<file path="src/rtl/mailbox_avmm_initiator_pkg.sv">
// Shared types and constants for the mailbox AVMM initiator.
// FIFO addresses match the platform mailbox register map.
package mailbox_avmm_initiator_pkg;

    localparam logic [7:0] WRITE_FIFO_ADDR = 8'h0B;
    localparam logic [7:0] READ_FIFO_ADDR  = 8'h0C;

    typedef enum logic [2:0] {
        ST_IDLE,
        ST_WR_FETCH,
        ST_WR_ISSUE,
        ST_RD_ISSUE,
        ST_RD_WAIT,
        ST_RD_HOLD,
        ST_DONE
    } state_e;

    typedef struct packed {
        logic       write;
        logic       incr;
        logic [7:0] address;
    } cmd_hdr_t;

    function automatic cmd_hdr_t fifo_cmd(input logic write);
        cmd_hdr_t c;
        c.write   = write;
        c.incr    = 1'b0;
        c.address = write ? WRITE_FIFO_ADDR : READ_FIFO_ADDR;
        return c;
    endfunction

endpackage

</file>
<file path="src/rtl/mailbox_avmm_initiator_stall_timer.sv">
// Stall counter: counts enabled cycles, flags expiry at LIMIT.
// LIMIT of 0 never expires.
module mailbox_stall_timer #(
    parameter int LIMIT = 1024
) (
    input  logic clk,
    input  logic reset,
    input  logic en,
    input  logic clr,
    output logic expired
);
    localparam int W = (LIMIT > 1) ? $clog2(LIMIT) : 1;
    localparam logic [W-1:0] LAST = W'((LIMIT > 0) ? LIMIT - 1 : 0);

    logic [W-1:0] cnt_q, cnt_d;

    assign expired = (LIMIT != 0) && en && (cnt_q == LAST);

    always_comb begin
        cnt_d = cnt_q;
        if (clr) begin
            cnt_d = '0;
        end else if (en && !expired) begin
            cnt_d = cnt_q + W'(1);
        end
    end

    always_ff @(posedge clk) begin
        if (reset) begin
            cnt_q <= '0;
        end else begin
            cnt_q <= cnt_d;
        end
    end

endmodule

</file>
<file path="src/rtl/mailbox_avmm_initiator.sv">
// Byte-wide AVMM initiator for the SMBus mailbox register port.
// Runs incrementing bursts or fixed-address FIFO streams.
module mailbox_avmm_initiator
    import mailbox_avmm_initiator_pkg::*;
#(
    parameter int LEN_W         = 8,
    parameter int STALL_TIMEOUT = 1024
) (
    input  logic             clk,
    input  logic             reset,
    input  logic             cmd_valid,
    output logic             cmd_ready,
    input  logic             cmd_write,
    input  logic             cmd_incr,
    input  logic [7:0]       cmd_address,
    input  logic [LEN_W-1:0] cmd_len,
    input  logic [7:0]       wr_data,
    input  logic             wr_valid,
    output logic             wr_ready,
    output logic [7:0]       rd_data,
    output logic             rd_valid,
    input  logic             rd_ready,
    output logic             done,
    output logic             err_invalid,
    output logic             err_timeout,
    output logic [LEN_W-1:0] bytes_done,
    output logic             avm_read,
    output logic             avm_write,
    output logic [7:0]       avm_address,
    output logic [7:0]       avm_writedata,
    input  logic [31:0]      avm_readdata,
    input  logic             avm_readdatavalid,
    input  logic             avm_waitrequest,
    input  logic             avm_invalid_cmd
);

    state_e           state_q, state_d;
    cmd_hdr_t         hdr_q, hdr_d;
    logic [LEN_W-1:0] len_q, len_d;
    logic [LEN_W-1:0] bytes_q, bytes_d;
    logic [7:0]       wdata_q, wdata_d;
    logic [7:0]       rdata_q, rdata_d;
    logic             rvalid_q, rvalid_d;
    logic             einv_q, einv_d;
    logic             eto_q, eto_d;

    logic [LEN_W-1:0] bytes_inc;
    logic [7:0]       addr_next;
    logic             stall_en;
    logic             stall_expired;
    logic [23:0]      unused_rdata;

    assign unused_rdata = avm_readdata[31:8];
    assign bytes_inc    = bytes_q + LEN_W'(1);
    assign addr_next    = hdr_q.address + {7'b0, hdr_q.incr};

    assign cmd_ready     = (state_q == ST_IDLE);
    assign wr_ready      = (state_q == ST_WR_FETCH) && wr_valid;
    assign avm_write     = (state_q == ST_WR_ISSUE);
    assign avm_read      = (state_q == ST_RD_ISSUE);
    assign avm_address   = hdr_q.address;
    assign avm_writedata = wdata_q;
    assign rd_data       = rdata_q;
    assign rd_valid      = rvalid_q;
    assign done          = (state_q == ST_DONE);
    assign err_invalid   = einv_q;
    assign err_timeout   = eto_q;
    assign bytes_done    = bytes_q;

    assign stall_en = (avm_read | avm_write) & avm_waitrequest;

    mailbox_stall_timer #(
        .LIMIT(STALL_TIMEOUT)
    ) u_stall (
        .clk    (clk),
        .reset  (reset),
        .en     (stall_en),
        .clr    (~stall_en),
        .expired(stall_expired)
    );

    always_comb begin
        state_d  = state_q;
        hdr_d    = hdr_q;
        len_d    = len_q;
        bytes_d  = bytes_q;
        wdata_d  = wdata_q;
        rdata_d  = rdata_q;
        rvalid_d = rvalid_q;
        einv_d   = einv_q;
        eto_d    = eto_q;
        unique case (state_q)
            ST_IDLE: begin
                if (cmd_valid) begin
                    hdr_d.write   = cmd_write;
                    hdr_d.incr    = cmd_incr;
                    hdr_d.address = cmd_address;
                    len_d         = cmd_len;
                    bytes_d       = '0;
                    einv_d        = 1'b0;
                    eto_d         = 1'b0;
                    if (cmd_len == '0) begin
                        state_d = ST_DONE;
                    end else if (cmd_write) begin
                        state_d = ST_WR_FETCH;
                    end else begin
                        state_d = ST_RD_ISSUE;
                    end
                end
            end
            ST_WR_FETCH: begin
                if (wr_valid) begin
                    wdata_d = wr_data;
                    state_d = ST_WR_ISSUE;
                end
            end
            ST_WR_ISSUE: begin
                if (stall_expired) begin
                    eto_d   = 1'b1;
                    state_d = ST_DONE;
                end else if (!avm_waitrequest) begin
                    if (avm_invalid_cmd) begin
                        einv_d  = 1'b1;
                        state_d = ST_DONE;
                    end else begin
                        bytes_d       = bytes_inc;
                        hdr_d.address = addr_next;
                        state_d = (bytes_inc == len_q) ? ST_DONE : ST_WR_FETCH;
                    end
                end
            end
            ST_RD_ISSUE: begin
                if (stall_expired) begin
                    eto_d   = 1'b1;
                    state_d = ST_DONE;
                end else if (!avm_waitrequest) begin
                    state_d = ST_RD_WAIT;
                end
            end
            ST_RD_WAIT: begin
                if (avm_readdatavalid) begin
                    rdata_d  = avm_readdata[7:0];
                    rvalid_d = 1'b1;
                    bytes_d  = bytes_inc;
                    state_d  = ST_RD_HOLD;
                end
            end
            ST_RD_HOLD: begin
                if (rd_ready) begin
                    rvalid_d = 1'b0;
                    if (bytes_q == len_q) begin
                        state_d = ST_DONE;
                    end else begin
                        hdr_d.address = addr_next;
                        state_d       = ST_RD_ISSUE;
                    end
                end
            end
            ST_DONE: state_d = ST_IDLE;
            default: state_d = ST_IDLE;
        endcase
    end

    always_ff @(posedge clk) begin
        if (reset) begin
            state_q  <= ST_IDLE;
            hdr_q    <= '0;
            len_q    <= '0;
            bytes_q  <= '0;
            wdata_q  <= '0;
            rdata_q  <= '0;
            rvalid_q <= 1'b0;
            einv_q   <= 1'b0;
            eto_q    <= 1'b0;
        end else begin
            state_q  <= state_d;
            hdr_q    <= hdr_d;
            len_q    <= len_d;
            bytes_q  <= bytes_d;
            wdata_q  <= wdata_d;
            rdata_q  <= rdata_d;
            rvalid_q <= rvalid_d;
            einv_q   <= einv_d;
            eto_q    <= eto_d;
        end
    end

endmodule

</file>
<file path="config.mk">
export PLATFORM = sky130hd
export DESIGN_NAME = mailbox_avmm_initiator
export DESIGN_NICKNAME = d
export VERILOG_FILES = /design/src/rtl/mailbox_avmm_initiator_pkg.sv /design/src/rtl/mailbox_avmm_initiator_stall_timer.sv /design/src/rtl/mailbox_avmm_initiator.sv
export SDC_FILE = /design/constraint.sdc
export NUM_CORES = 1
export LEC_CHECK = 0
export CELL_PAD_IN_SITES_DETAIL_PLACEMENT = 0
export CELL_PAD_IN_SITES_GLOBAL_PLACEMENT = 1
export CORE_MARGIN = 1
export CORE_UTILIZATION = 36
export DETAILED_ROUTE_END_ITERATION = 12
export GPL_TIMING_DRIVEN = 1
export PLACE_DENSITY = 0.84
export SLEW_MARGIN = 5
export SYNTH_ARGS = -nofsm -noshare
export SYNTH_HDL_FRONTEND = slang
export SYNTH_HIERARCHICAL = 1
export SYNTH_SLANG_ARGS = --single-unit
</file>
<file path="constraint.sdc">
create_clock -name clk -period 6 [get_ports clk]
set_clock_uncertainty 0.2 [all_clocks]
set_input_delay 1.2 -clock clk [delete_from_list [all_inputs] [get_ports clk]]
set_output_delay 1.2 -clock clk [all_outputs]
set_load 0.05 [all_outputs]
</file>
==> reports/results.ini <==
[outcome]
outcome = complete, no violations

[sta]
hold_ws_ns = 0.2560
finalHoldViolCount = 0
rsz0062_at_grt = no
fmax_mhz = 215.7
slew_headroom = 0.3707
finalSetupViolCount = 0
fin_crit_ns = 4.637
fin_tns_setup_ns = 0
period_share = 0.7728
tightest_slew_ns = 0.9367
slew_violations = 0

[cts]
root_buffer = clkbuf_8
cts_tree = built
cts_resized = 0
hold_buffers = 0
cts_made_buffers = 9
clockBufferDepth = 2
clock-sinks = 57
insertion_delay_ns = 0.34
path_clk_slew_ns = 0.08
htree_levels = 3
cts_setup_buffers = 0

[placement]
io_buffers = 81
place_congestion = 0.8492
hpwl_um = 5673
dp.cells = 559

[pwr]
power.total_mw = 1.617
power.density_mw_per_mm2 = 382.2
p_leak_nw = 1.437
ir_worst_vdd_uv = 142.6

[synthesis]
synth_seq_cells = 57
netlist.area_leader.share = 0.3502
synth.cell_area_mm2 = 0.003258
synth_cell_types = 64
yosysMostFrequentCell = nand2_1
yosys.area.top_type = dfxtp_1
synth_flop_cell = dfxtp_1
yosysSeqAreaShare = 0.3502
ys_top_cells_by_area = dfxtp_1 35%, nand2_1 6.7%, a21oi_1 6.1%
synthTopCellsByCount = 58 x nand2_1, 57 x dfxtp_1, 40 x a21oi_1
synthCells = 400
synth.yosys.warnings = 6
synthesis.nets = 470
avgSynthCellArea_um2 = 8.145
synthArstFlopShare = 0
synth_edf_count = 0

[floorplanning]
top_level_ports = 106
core_area_mm2 = 0.008721
die_area_mm2 = 0.009435
row_count = 34
start_util = 0.3736
die_x_um = 97.14
die_h_um = 97.14

[global_route]
grt-ovfl-total = 0
grt_pass1_vias = 2919
antenna_found_initial = 0
grt_max_degree = 48
track_usage = 0.1746
grt_pass1_wl_um = 13540

[routing]
vias_per_cell = 5.287
routed_wl_um = 7824
wire_per_inst_um = 13.61
drc = 0
drt_iter0_drc = 138
dr.pass1.iters = 4
drtAntennaViolNets = 0
vias = 3040

[cells_and_area]
instances_no_fill = 575
syn_to_final_growth_pct = 29.88
final_nets = 532
final_util = 0.4852
drive_above_1_share = 0.08994
num_antenna_cells = 0

[worst_setup_path]
worst_ep_arrival_time_ns = 3.24
critPathLaunchType = input port
critPathKind = input port to output port
end_kind = output port
cp_max_fo = 9
required_ns = 4.60

[run]
drv_cap = 0

[min_path]
hold_path.class = flop to flop

state kept, by name, indices dropped and copies added (netlist names), 3 cells and up:
register       cells
state_q            3
bytes_done         8
avm_address        8
u_stall/cnt_q     10
len_q              8
rd_data            8
avm_writedata      8
path summary, 6_finish.rpt:
path	start	end	slack, ns	depth (start not counted)
hold / removal	avm_writedata[3]	avm_writedata[3]	0.26	2
setup / recovery	wr_valid	wr_ready	1.36	5
setup reg to reg	state_q[1]	avm_address[0]	2.62	11
hold reg to reg	avm_writedata[3]	avm_writedata[3]	0.26	2
critical path: stages:
cell	delay (ns)
clkdlybuf4s50_1	0.45
nand2_1	0.05
or3_1	0.49
clkinv_1	0.21
clkdlybuf4s50_1	0.83
power breakdown:
group / switching (mW) / leakage (nW) / internal [mW] / total, mW
Sequential: 0.0800 / 0.463 / 0.439 / 0.519
Clock: 0.163 / 0.109 / 0.233 / 0.396
Combinational: 0.437 / 0.865 / 0.266 / 0.702
through the flow:
| step | cell area, um^2 | worst slack [ns] |
|---|---|---|
| 2_1_floorplan | 3258 | 2.523 |
| 3_3_place_gp | 4013 | 1.365 |
| 3_5_place_dp | 4013 | 1.357 |
| 4_1_cts | 4232 | 1.351 |
| 5_1_grt | 4232 | 1.276 |
| 6_report | 4232 | 1.363 |
cell usage in the layout (no fill, tap or decap), types with 3 or more instances in the layout:
master / synthesis / routed
a21oi_1: 40 / 40
a31oi_1: 10 / 10
and3_1: 5 / 5
and4_1: 3 / 3
clkbuf_8: 0 / 9
clkdlybuf4s50_1: 0 / 81
dfxtp_1: 57 / 57
ha_1: 4 / 4
inv_1: 9 / 9
mux2_2: 3 / 3
mux2i_1: 14 / 14
nand2_1: 58 / 58
nand2b_1: 4 / 4
nand3_1: 10 / 10
nand4_1: 8 / 8
nor2_1: 35 / 35
nor3_1: 11 / 11
nor3b_1: 3 / 3
nor4_1: 4 / 4
nor4b_1: 5 / 5
o211ai_1: 3 / 3
o21ai_0: 17 / 17
or2_2: 3 / 3
or3_1: 5 / 5
xnor2_1: 8 / 8
xor2_1: 9 / 9
routing by layer:
layer / up-vias / routed length [um] / track usage
li1: 1535 / - / -
met1: 1393 / 3435 / 0.2124
met2: 102 / 3589 / 0.2752
met3: 10 / 689 / 0.06835
met4: 0 / 108 / 0.07003
met5: - / 0 / 0
layout make-up:
type	instances	area [um^2]
fillers	807	4489
multi-input cells	301	1877
flip-flops and latches	57	1141
repair buffers	82	818.3
well taps	108	135.1
clock buffers	9	123.9
clock inverters	7	95.09
inverters	11	41.29
cell families (layout without fill, tap and decap cells):
group / Yosys count / after routing / share of synthesized area
mux: 17 / 17 / 0.05338
xor+xnor: 19 / 19 / 0.05569
fa+ha+maj: 4 / 4 / 0.01536
buf+inv: 42 / 109 / 0.07373
flops: 57 / 57 / 0.3502
simple gates: 169 / 169 / 0.2642
compound gates: 92 / 92 / 0.1874
Power figures use the tool's default switching activity.
